--- config.mk ---
export PLATFORM = sky130hd
export DESIGN_NAME = booth4_ctrl_flat
export DESIGN_NICKNAME = d
export VERILOG_FILES = /design/src/rtl/booth4_pkg.sv /design/src/rtl/booth4_if.sv /design/src/rtl/booth4_recoder.sv /design/src/rtl/booth4_ctrl.sv /design/src/flat_wrapper.sv
export SDC_FILE = /design/constraint.sdc
export NUM_CORES = 1
export LEC_CHECK = 0
export ABC_AREA = 0
export CORE_AREA = 2 2 39 41
export DETAILED_ROUTE_END_ITERATION = 8
export DIE_AREA = 0 0 41 43
export PLACE_DENSITY = 0.68
export SLEW_MARGIN = 20
export SYNTH_ARGS = -nofsm -noshare
export SYNTH_HDL_FRONTEND = slang
export SYNTH_SLANG_ARGS = --single-unit
--- constraint.sdc ---
create_clock -name clk -period 2.5 [get_ports clk]
set_clock_uncertainty 0.2 [all_clocks]
set_input_delay 0.25 -clock clk [delete_from_list [all_inputs] [get_ports clk]]
set_output_delay 0.25 -clock clk [all_outputs]
set_load 0.02 [all_outputs]
--- src/rtl/booth4_pkg.sv ---
`default_nettype none
// ============================================================================
// Module  : booth4_pkg
// Purpose : Shared types for the radix-4 Booth multiplier controller:
//           FSM state encoding, recoded-digit struct and default operand width.
// Ports   : none (package)
// Config  : none
// Revision: 1.0 - initial release
// ============================================================================
package booth4_pkg;

    // Default operand width; must be even and >= 4.
    localparam int unsigned BOOTH4_N_DEFAULT = 8;

    typedef enum logic [2:0] {
        IDLE   = 3'd0,
        INIT   = 3'd1,
        LOAD_M = 3'd2,
        SCAN   = 3'd3,
        SHIFT  = 3'd4,
        OUT_HI = 3'd5,
        OUT_LO = 3'd6,
        DONE   = 3'd7
    } booth4_state_t;

    // Recoded Booth digit in sign/magnitude form:
    //   nz  - digit is non-zero (an add/subtract is needed)
    //   dbl - magnitude is 2 (use 2M instead of M)
    //   neg - digit is negative (subtract)
    typedef struct packed {
        logic nz;
        logic dbl;
        logic neg;
    } booth4_digit_t;

endpackage
`default_nettype wire

--- src/rtl/booth4_if.sv ---
`default_nettype none
// ============================================================================
// Module  : booth4_if
// Purpose : Control/handshake bundle between the Booth controller and its
//           host + datapath.
// Signals : start        host request, sampled only while idle
//           q_bits[2:0]  {Q[1],Q[0],Q[-1]} recode window from the Q register
//           abort        (BOOTH4_ABORT_EN only) cancel the running operation
//           c0..c7       datapath control strobes
//           busy, done   host status
// Modports: master - host/datapath side; slave - controller side
// Config  : BOOTH4_ABORT_EN adds the abort signal
// Revision: 1.0 - initial release
// ============================================================================
interface booth4_if;
    logic       start;
    logic [2:0] q_bits;
`ifdef BOOTH4_ABORT_EN
    logic       abort;
`endif
    logic       c0;
    logic       c1;
    logic       c2;
    logic       c3;
    logic       c4;
    logic       c5;
    logic       c6;
    logic       c7;
    logic       busy;
    logic       done;

    modport master (
`ifdef BOOTH4_ABORT_EN
        output abort,
`endif
        output start, q_bits,
        input  c0, c1, c2, c3, c4, c5, c6, c7, busy, done
    );

    modport slave (
`ifdef BOOTH4_ABORT_EN
        input  abort,
`endif
        input  start, q_bits,
        output c0, c1, c2, c3, c4, c5, c6, c7, busy, done
    );
endinterface
`default_nettype wire

--- src/rtl/booth4_recoder.sv ---
`default_nettype none
// ============================================================================
// Module  : booth4_recoder
// Purpose : Combinational radix-4 Booth recoder. Maps the 3-bit window
//           {Q[1],Q[0],Q[-1]} to a digit in {-2,-1,0,+1,+2}.
// Ports   : q_bits[2:0] in  - recode window
//           digit       out - {nz,dbl,neg}
// Config  : none
// Revision: 1.0 - initial release
// ============================================================================
module booth4_recoder
    import booth4_pkg::*;
(
    input  logic [2:0]    q_bits,
    output booth4_digit_t digit
);

    always_comb begin
        digit = '0;
        case (q_bits)
            3'b001, 3'b010: digit = '{nz: 1'b1, dbl: 1'b0, neg: 1'b0}; // +M
            3'b011:         digit = '{nz: 1'b1, dbl: 1'b1, neg: 1'b0}; // +2M
            3'b100:         digit = '{nz: 1'b1, dbl: 1'b1, neg: 1'b1}; // -2M
            3'b101, 3'b110: digit = '{nz: 1'b1, dbl: 1'b0, neg: 1'b1}; // -M
            default:        digit = '0;                                 // 000/111: 0
        endcase
    end

endmodule
`default_nettype wire

--- src/rtl/booth4_ctrl.sv ---
`default_nettype none
// ============================================================================
// Module  : booth4_ctrl
// Purpose : Control FSM for a radix-4 Booth signed multiplier. Sequences
//           init, multiplicand load, ITER recode/add/shift iterations and a
//           two-beat result readout, then pulses done.
// Ports   : clk    in  - clock, rising edge
//           rst_b  in  - asynchronous active-low reset
//           bus    slave modport of booth4_if (start, q_bits, [abort],
//                  c0..c7, busy, done)
// Params  : N (operand width), ITER (= N/2 iterations), CNT_W (counter width)
// Config  : BOOTH4_ABORT_EN - honour bus.abort in any non-idle state
// Revision: 1.0 - initial release
// ============================================================================
module booth4_ctrl
    import booth4_pkg::*;
#(
    parameter int unsigned N     = BOOTH4_N_DEFAULT,
    parameter int unsigned ITER  = N / 2,
    parameter int unsigned CNT_W = $clog2(ITER + 1)
) (
    input  logic     clk,
    input  logic     rst_b,
    booth4_if.slave  bus
);

    booth4_state_t    r_state;
    booth4_state_t    w_state_nxt;
    logic [CNT_W-1:0] r_cnt;
    logic [CNT_W-1:0] w_cnt_inc;
    logic             w_last_iter;
    logic             w_abort;
    booth4_digit_t    w_digit;

`ifdef BOOTH4_ABORT_EN
    // Abort is meaningless while idle; masking it here keeps both the
    // next-state and output logic simple.
    assign w_abort = bus.abort && (r_state != IDLE);
`else
    assign w_abort = 1'b0;
`endif

    assign w_cnt_inc   = r_cnt + CNT_W'(1);
    assign w_last_iter = (w_cnt_inc == CNT_W'(ITER));

    booth4_recoder u_recoder (
        .q_bits (bus.q_bits),
        .digit  (w_digit)
    );

    // State register
    always_ff @(posedge clk or negedge rst_b) begin
        if (!rst_b) begin
            r_state <= IDLE;
        end else begin
            r_state <= w_state_nxt;
        end
    end

    // Iteration counter: cleared on multiplicand load, stepped once per shift.
    // It leaves SHIFT as soon as it reaches ITER, so it never wraps.
    always_ff @(posedge clk or negedge rst_b) begin
        if (!rst_b) begin
            r_cnt <= '0;
        end else if (r_state == LOAD_M) begin
            r_cnt <= '0;
        end else if (r_state == SHIFT && !w_abort) begin
            r_cnt <= w_cnt_inc;
        end
    end

    // Next-state logic
    always_comb begin
        w_state_nxt = r_state;
        case (r_state)
            IDLE:    w_state_nxt = bus.start ? INIT : IDLE;
            INIT:    w_state_nxt = LOAD_M;
            LOAD_M:  w_state_nxt = SCAN;
            SCAN:    w_state_nxt = SHIFT;
            SHIFT:   w_state_nxt = w_last_iter ? OUT_HI : SCAN;
            OUT_HI:  w_state_nxt = OUT_LO;
            OUT_LO:  w_state_nxt = DONE;
            DONE:    w_state_nxt = IDLE;
            default: w_state_nxt = IDLE;
        endcase
        if (w_abort) begin
            w_state_nxt = IDLE;
        end
    end

    // Output logic. c2/c3/c4 are Mealy on q_bits and only live in SCAN.
    always_comb begin
        bus.c0   = 1'b0;
        bus.c1   = 1'b0;
        bus.c2   = 1'b0;
        bus.c3   = 1'b0;
        bus.c4   = 1'b0;
        bus.c5   = 1'b0;
        bus.c6   = 1'b0;
        bus.c7   = 1'b0;
        bus.done = 1'b0;
        bus.busy = (r_state != IDLE);
        if (!w_abort) begin
            case (r_state)
                INIT:   bus.c0 = 1'b1;
                LOAD_M: bus.c1 = 1'b1;
                SCAN: begin
                    // dbl/neg are only meaningful with nz, so gate them to
                    // guarantee c3/c4 never appear without c2.
                    bus.c2 = w_digit.nz;
                    bus.c3 = w_digit.nz & w_digit.dbl;
                    bus.c4 = w_digit.nz & w_digit.neg;
                end
                SHIFT:  bus.c5   = 1'b1;
                OUT_HI: bus.c6   = 1'b1;
                OUT_LO: bus.c7   = 1'b1;
                DONE:   bus.done = 1'b1;
                default: ;
            endcase
        end
    end

endmodule
`default_nettype wire

--- src/flat_wrapper.sv ---
// flat-port wrapper written by rule: the top's interface ports become plain ports
module booth4_ctrl_flat import booth4_pkg::*;
#(
    parameter int unsigned N     = BOOTH4_N_DEFAULT,
    parameter int unsigned ITER  = N / 2,
    parameter int unsigned CNT_W = $clog2(ITER + 1)
)
  (clk, rst_b, bus_start, bus_q_bits, bus_c0, bus_c1, bus_c2, bus_c3, bus_c4, bus_c5, bus_c6, bus_c7, bus_busy, bus_done);
  booth4_if bus_i ();
  input  logic clk;
  input  logic rst_b;
  input wire logic [$bits(bus_i.start)-1:0] bus_start;
  input wire logic [$bits(bus_i.q_bits)-1:0] bus_q_bits;
  output wire logic [$bits(bus_i.c0)-1:0] bus_c0;
  output wire logic [$bits(bus_i.c1)-1:0] bus_c1;
  output wire logic [$bits(bus_i.c2)-1:0] bus_c2;
  output wire logic [$bits(bus_i.c3)-1:0] bus_c3;
  output wire logic [$bits(bus_i.c4)-1:0] bus_c4;
  output wire logic [$bits(bus_i.c5)-1:0] bus_c5;
  output wire logic [$bits(bus_i.c6)-1:0] bus_c6;
  output wire logic [$bits(bus_i.c7)-1:0] bus_c7;
  output wire logic [$bits(bus_i.busy)-1:0] bus_busy;
  output wire logic [$bits(bus_i.done)-1:0] bus_done;
  assign bus_i.start = bus_start;
  assign bus_i.q_bits = bus_q_bits;
  assign bus_c0 = bus_i.c0;
  assign bus_c1 = bus_i.c1;
  assign bus_c2 = bus_i.c2;
  assign bus_c3 = bus_i.c3;
  assign bus_c4 = bus_i.c4;
  assign bus_c5 = bus_i.c5;
  assign bus_c6 = bus_i.c6;
  assign bus_c7 = bus_i.c7;
  assign bus_busy = bus_i.busy;
  assign bus_done = bus_i.done;
  booth4_ctrl #(.N(N), .ITER(ITER), .CNT_W(CNT_W)) u_core (.clk(clk), .rst_b(rst_b), .bus(bus_i));
endmodule
# After elaboration in Yosys (flattened, before gate mapping)
# Index checks and enable logic that the tools add are counted.
# word_totals
regBits,6
input_bits,6
out_inout_bits,10
elab_cells,39
# classes
addsub,1
eq_ne,14
n_mux,15
n_bitwise,2
reduce_logical,5
# op_table
cell,count
$eq 3x3->1 const B,8
$pmux 3 s8,1
$eq 3x2->1 const B,4
$pmux 3 s4,1
$mux 1,10
$mux 3,3
$eq 3x1->1 const B,2
$reduce_or 2->1,2
$add 3x1->3 const B,1
$logic_not 3->1,1
$reduce_bool 3->1,1
$and 1x1->1,2
$reduce_bool 2->1,1

# Logic depth before layout (Yosys ltp)
# Gate-level depths: netlist of the first run.
# depth
ltp_word,5
mapped_depth,4
ltp_nobuf,4

# Cells and area by module
# A second synthesis of the first run with hierarchy kept.
# hier_totals
hier_cells,53
hier_area_um2,441.7
# modules_own_cells
module,n_inst,cells_per_inst,area_per_inst_um2,seq_area_each_um2
booth4_ctrl,1,46,400.4,150.1
booth4_recoder,1,7,41.3,0.0

# Least setup slack after synthesis of the first run
# No wires, ideal clock.
# synth_timing
path_kind,flip-flop to output port
startpoint,register u_core.r_state[1]
endpoint,output port bus_c1
arrival_ns,1.100
t_required_ns,2.050
slack_ns,0.950
stages_incl_launch_ff,3
path_buffers,1
cell_sequence,dfrtp_1 buf_6 nor3b_1
# synth_between
elab_chain_cells,2
# synth_lines
item,line_no,text
start: declaration,booth4_ctrl.sv:27,booth4_state_t r_state;
start signal: assignment,booth4_ctrl.sv:56,r_state <= w_state_nxt;
$eq 3x2->1,booth4_ctrl.sv:104,case (r_state)
$mux 1,booth4_ctrl.sv:104,
end: declaration,flat_wrapper.sv:15,output wire logic [$bits(bus_i.c1)-1:0] bus_c1;
# Every way passes these cells.

# Final worst setup path of the first run
# layout_timing
startpoint,input port bus_q_bits[0]
endpoint,output port bus_c3
# layout_between
elab_chain_cells,5
word_cells_on_any_way,11
classes_between,eq/ne (6); mux (2); bitwise (1); reduce/logical (2)
# layout_lines
item,line_no,text
start: declaration,flat_wrapper.sv:13,input wire logic [$bits(bus_i.q_bits)-1:0] bus_q_bits;
"$eq 3x3->1, or another cell as far along",booth4_recoder.sv:20,case (q_bits)
$reduce_or 2->1,booth4_recoder.sv:20,
$pmux 3 s4 (*),booth4_recoder.sv:20,
$and 1x1->1 (*),booth4_ctrl.sv:111,bus.c3 = w_digit.nz & w_digit.dbl;
$mux 1 (*),booth4_ctrl.sv:104,
end: declaration,flat_wrapper.sv:17,output wire logic [$bits(bus_i.c3)-1:0] bus_c3;
# Every way passes the cells marked *; elsewhere a longest branch is shown, timed or not.

==> impl_metrics.env, run 1 <==
export IMPL_fill_cells=136
export IMPL_ys_warn_count=0
export IMPL_p_leak_nw=0.252
export IMPL_reg2reg_slack_ns=1.04
export IMPL_fp_dieArea_um2=1760
export IMPL_firstDrtPassIters=4
export IMPL_design_core_area_um2=1380
export IMPL_r2r_cells=4
export IMPL_grt_use_total_pct=13.5
export IMPL_area_growth_syn_to_layout_pct=34.5
export IMPL_ys_seq_area_share_pct=32.6
export IMPL_final_cell_mix="clkdlybuf4s50_1 (15), nand2_1 (6), nor2_1 (6), dfrtp_1 (6), a21oi_1 (5)"
export IMPL_fin_nets=79
export IMPL_diodes=0
export IMPL_worstPathMaxFanout=2
export IMPL_crit_path_start_kind="primary input"
export IMPL_tightest_slew_ns=0.512
export IMPL_setup_viol=0
export IMPL_r2r_end="u_core.r_state[1]"
export IMPL_cts_setup_buffers=0
export IMPL_grt_max_degree=16
export IMPL_fp_dieH_um=43
export IMPL_place_gp_congestion=0.666
export IMPL_drc=0
export IMPL_p_int_uw=375
export IMPL_clkLatencyLatePin_ns=0.24
export IMPL_register_area_um2=150
export IMPL_setup_tns_ns=0
export IMPL_finalWirelength_um=974
export IMPL_worstSetupEndpointType="output port"
export IMPL_cts_buffers=3
export IMPL_cts_clk_slew_worst_paths_ns=0.05
export IMPL_crit_arrival_ns=1.82
export IMPL_final_min_clock_period_ns=2.27
export IMPL_ctsLongestPathBuffers=2
export IMPL_syn_area_um2=460
export IMPL_vias_per_cell=4.86
export IMPL_pwr_share_clk_pct=12.3
export IMPL_ctsResizeCount=0
export IMPL_cap_violations=0
export IMPL_status="complete, no violations"
export IMPL_netSwitchingFraction_pct=46.6
export IMPL_drive_above_1_share_pct=14.5
export IMPL_critPathKind="primary input to output port"
export IMPL_syn_num_nets=62
export IMPL_synth_top_cell_area_share_pct=32.6
export IMPL_rows=14
export IMPL_fmax_mhz=441
export IMPL_grt_pass1_wl_um=1640
export IMPL_die_x_um=41
export IMPL_synth_area_leaders="dfrtp_1 (33%), buf_6 (7.3%), a21oi_1 (5.4%), ha_1 (5.4%), nand2_1 (4.9%)"
export IMPL_crit_required_ns=2.05
export IMPL_finalHoldViolations=0
export IMPL_relSlewSlack_pct=65.9
export IMPL_power_density_nw_per_um2=1130
export IMPL_synth_cells=54
export IMPL_cts_max_level=1
export IMPL_start_util_pct=33.3
export IMPL_grt_antenna_before_repair=0
export IMPL_hold_path_class="primary input to asynchronous set/reset pin"
export IMPL_r2r_start="u_core.r_cnt[0]"
export IMPL_power_uw=701
export IMPL_wl_per_cell_um=11.5
export IMPL_multi_input_area_um2=269
export IMPL_cts_root_buf="clkbuf_4"
export IMPL_postRouteAntennaNets=0
export IMPL_sequentialPowerShare_pct=34.6
export IMPL_cts_sinks=6
export IMPL_design_portCount=16
export IMPL_final_common_cell="clkdlybuf4s50_1"
export IMPL_avgSynthCellArea_um2=8.53
export IMPL_synth_area_leader_cell="dfrtp_1"
export IMPL_num_vias=413
export IMPL_grt_ovfl_total=0
export IMPL_drt_iter0_markers=6
export IMPL_ys_seq_elements=6
export IMPL_grt_pass1_vias=360
export IMPL_cts_tree="done"
export IMPL_fin_crit_sh_pct=90.7
export IMPL_ir_drop_mv=0.500
export IMPL_netSwitchingPower_uw=327
export IMPL_p_comb_share_pct=53.1
export IMPL_dp_hpwl_um=713
export IMPL_cts_hold_buf=0
export IMPL_rsz0062_at_grt="no"
export IMPL_portBuffers=15
export IMPL_ys_types=25
export IMPL_drv_slew=0
[cell type report]
class	instances	share of cell area, %
Tap cell	16	3.23
Clock buffer	3	3.64
Inverter	2	1.21
Multi-Input combinational cell	43	43.4
Timing Repair Buffer	15	24.2
Sequential cell	6	24.2
[through the flow]
stage                     hold WS, ns  worst slack (ns)  instance area (µm²)  util [%]  cells
after floorplan                -0.246             0.950                  460         -     54
after global placement          0.316             0.240                  597      43.1     82
after detailed placement        0.315             0.218                  597      43.1     82
after CTS                      0.0619             0.215                  619      44.8     85
after global routing           0.0726             0.128                  619      44.8     85
final                          0.0627             0.234                  619      44.8     85
[worst max-delay path, stage by stage]
cell and delay (ns):
clkdlybuf4s50_1 0.47, nand2_1 0.07, or2_2 0.27, a21oi_1 0.14, clkdlybuf4s50_1 0.62
[power by group through the flow]
| stage | logic, mW | clock network, mW | registers [mW] |
|---|---|---|---|
| floorplan | 0.338 | 0 | 0.174 |
| global placement | 0.366 | 0 | 0.242 |
| detailed placement | 0.372 | 0 | 0.244 |
| CTS | 0.375 | 0.0915 | 0.242 |
| global route | 0.408 | 0.0990 | 0.254 |
| finish | 0.372 | 0.0864 | 0.243 |
[layer usage]
layer | GRT usage (%) | vias up | wire, µm
li1 | - | 218 | -
met1 | 19.9 | 174 | 473
met2 | 17.8 | 17 | 416
met3 | 3.66 | 4 | 69
met4 | 6.00 | 0 | 15
met5 | 0 | - | 0
[cell usage after synthesis]
library cell,n
xor2_1,1
a21oi_1,5
ha_1,2
or2_2,2
nand2_2,1
nor3b_1,2
nand3_4,1
nand2b_1,1
inv_2,1
inv_1,1
and2_1,1
and4bb_1,1
nand2_1,6
o21ai_1,4
dfrtp_1,6
nor2_2,1
or3_1,1
buf_6,3
o22ai_1,1
a22oi_1,1
nor3_1,3
a22oi_2,1
nor2_1,6
a31o_1,1
nor2b_1,1
[state kept, by name (all words and copies together), names as in the netlist]
name and flops:
u_core.r_cnt 3, u_core.r_state 3
[cell families after synthesis]
family          synth area share, %
xor+xnor                       1.90
flops                          32.6
compound gates                 17.4
buf+inv                        8.97
fa+ha+maj                      5.43
simple gates                   33.7
[worst max path at each step]
stage,from,to,cells past startpoint,slack (ns)
global route,u_core.r_state[1],bus_c2,3,0.13
CTS,u_core.r_state[1],bus_c2,3,0.22
global placement,bus_q_bits[0],bus_c3,5,0.24
finish,bus_q_bits[0],bus_c3,5,0.23
detailed placement,bus_q_bits[0],bus_c3,5,0.22
floorplan,u_core.r_state[1],bus_c1,2,0.95
Power figures use the tool's default switching activity.
==> run 2, diff against run 1 <==
--- a/config.mk
+++ b/config.mk
@@ -7,6 +7,7 @@
 export LEC_CHECK = 0
 export ABC_AREA = 0
 export CORE_AREA = 2 2 39 41
+export CTS_BUF_LIST = sky130_fd_sc_hd__clkbuf_4 sky130_fd_sc_hd__clkbuf_8 sky130_fd_sc_hd__clkbuf_16
 export DETAILED_ROUTE_END_ITERATION = 8
 export DIE_AREA = 0 0 41 43
 export PLACE_DENSITY = 0.68
==> results of run 2 <==
Final layout, timing and power as in run 1 (identical DEF).
==> run 3, diff against run 2 <==
--- a/config.mk
+++ b/config.mk
@@ -11,6 +11,7 @@
 export DETAILED_ROUTE_END_ITERATION = 8
 export DIE_AREA = 0 0 41 43
 export PLACE_DENSITY = 0.68
+export SKIP_CTS_REPAIR_TIMING = 1
 export SLEW_MARGIN = 20
 export SYNTH_ARGS = -nofsm -noshare
 export SYNTH_HDL_FRONTEND = slang
==> results of run 3 <==
Final layout, timing and power as in run 1 (identical DEF).
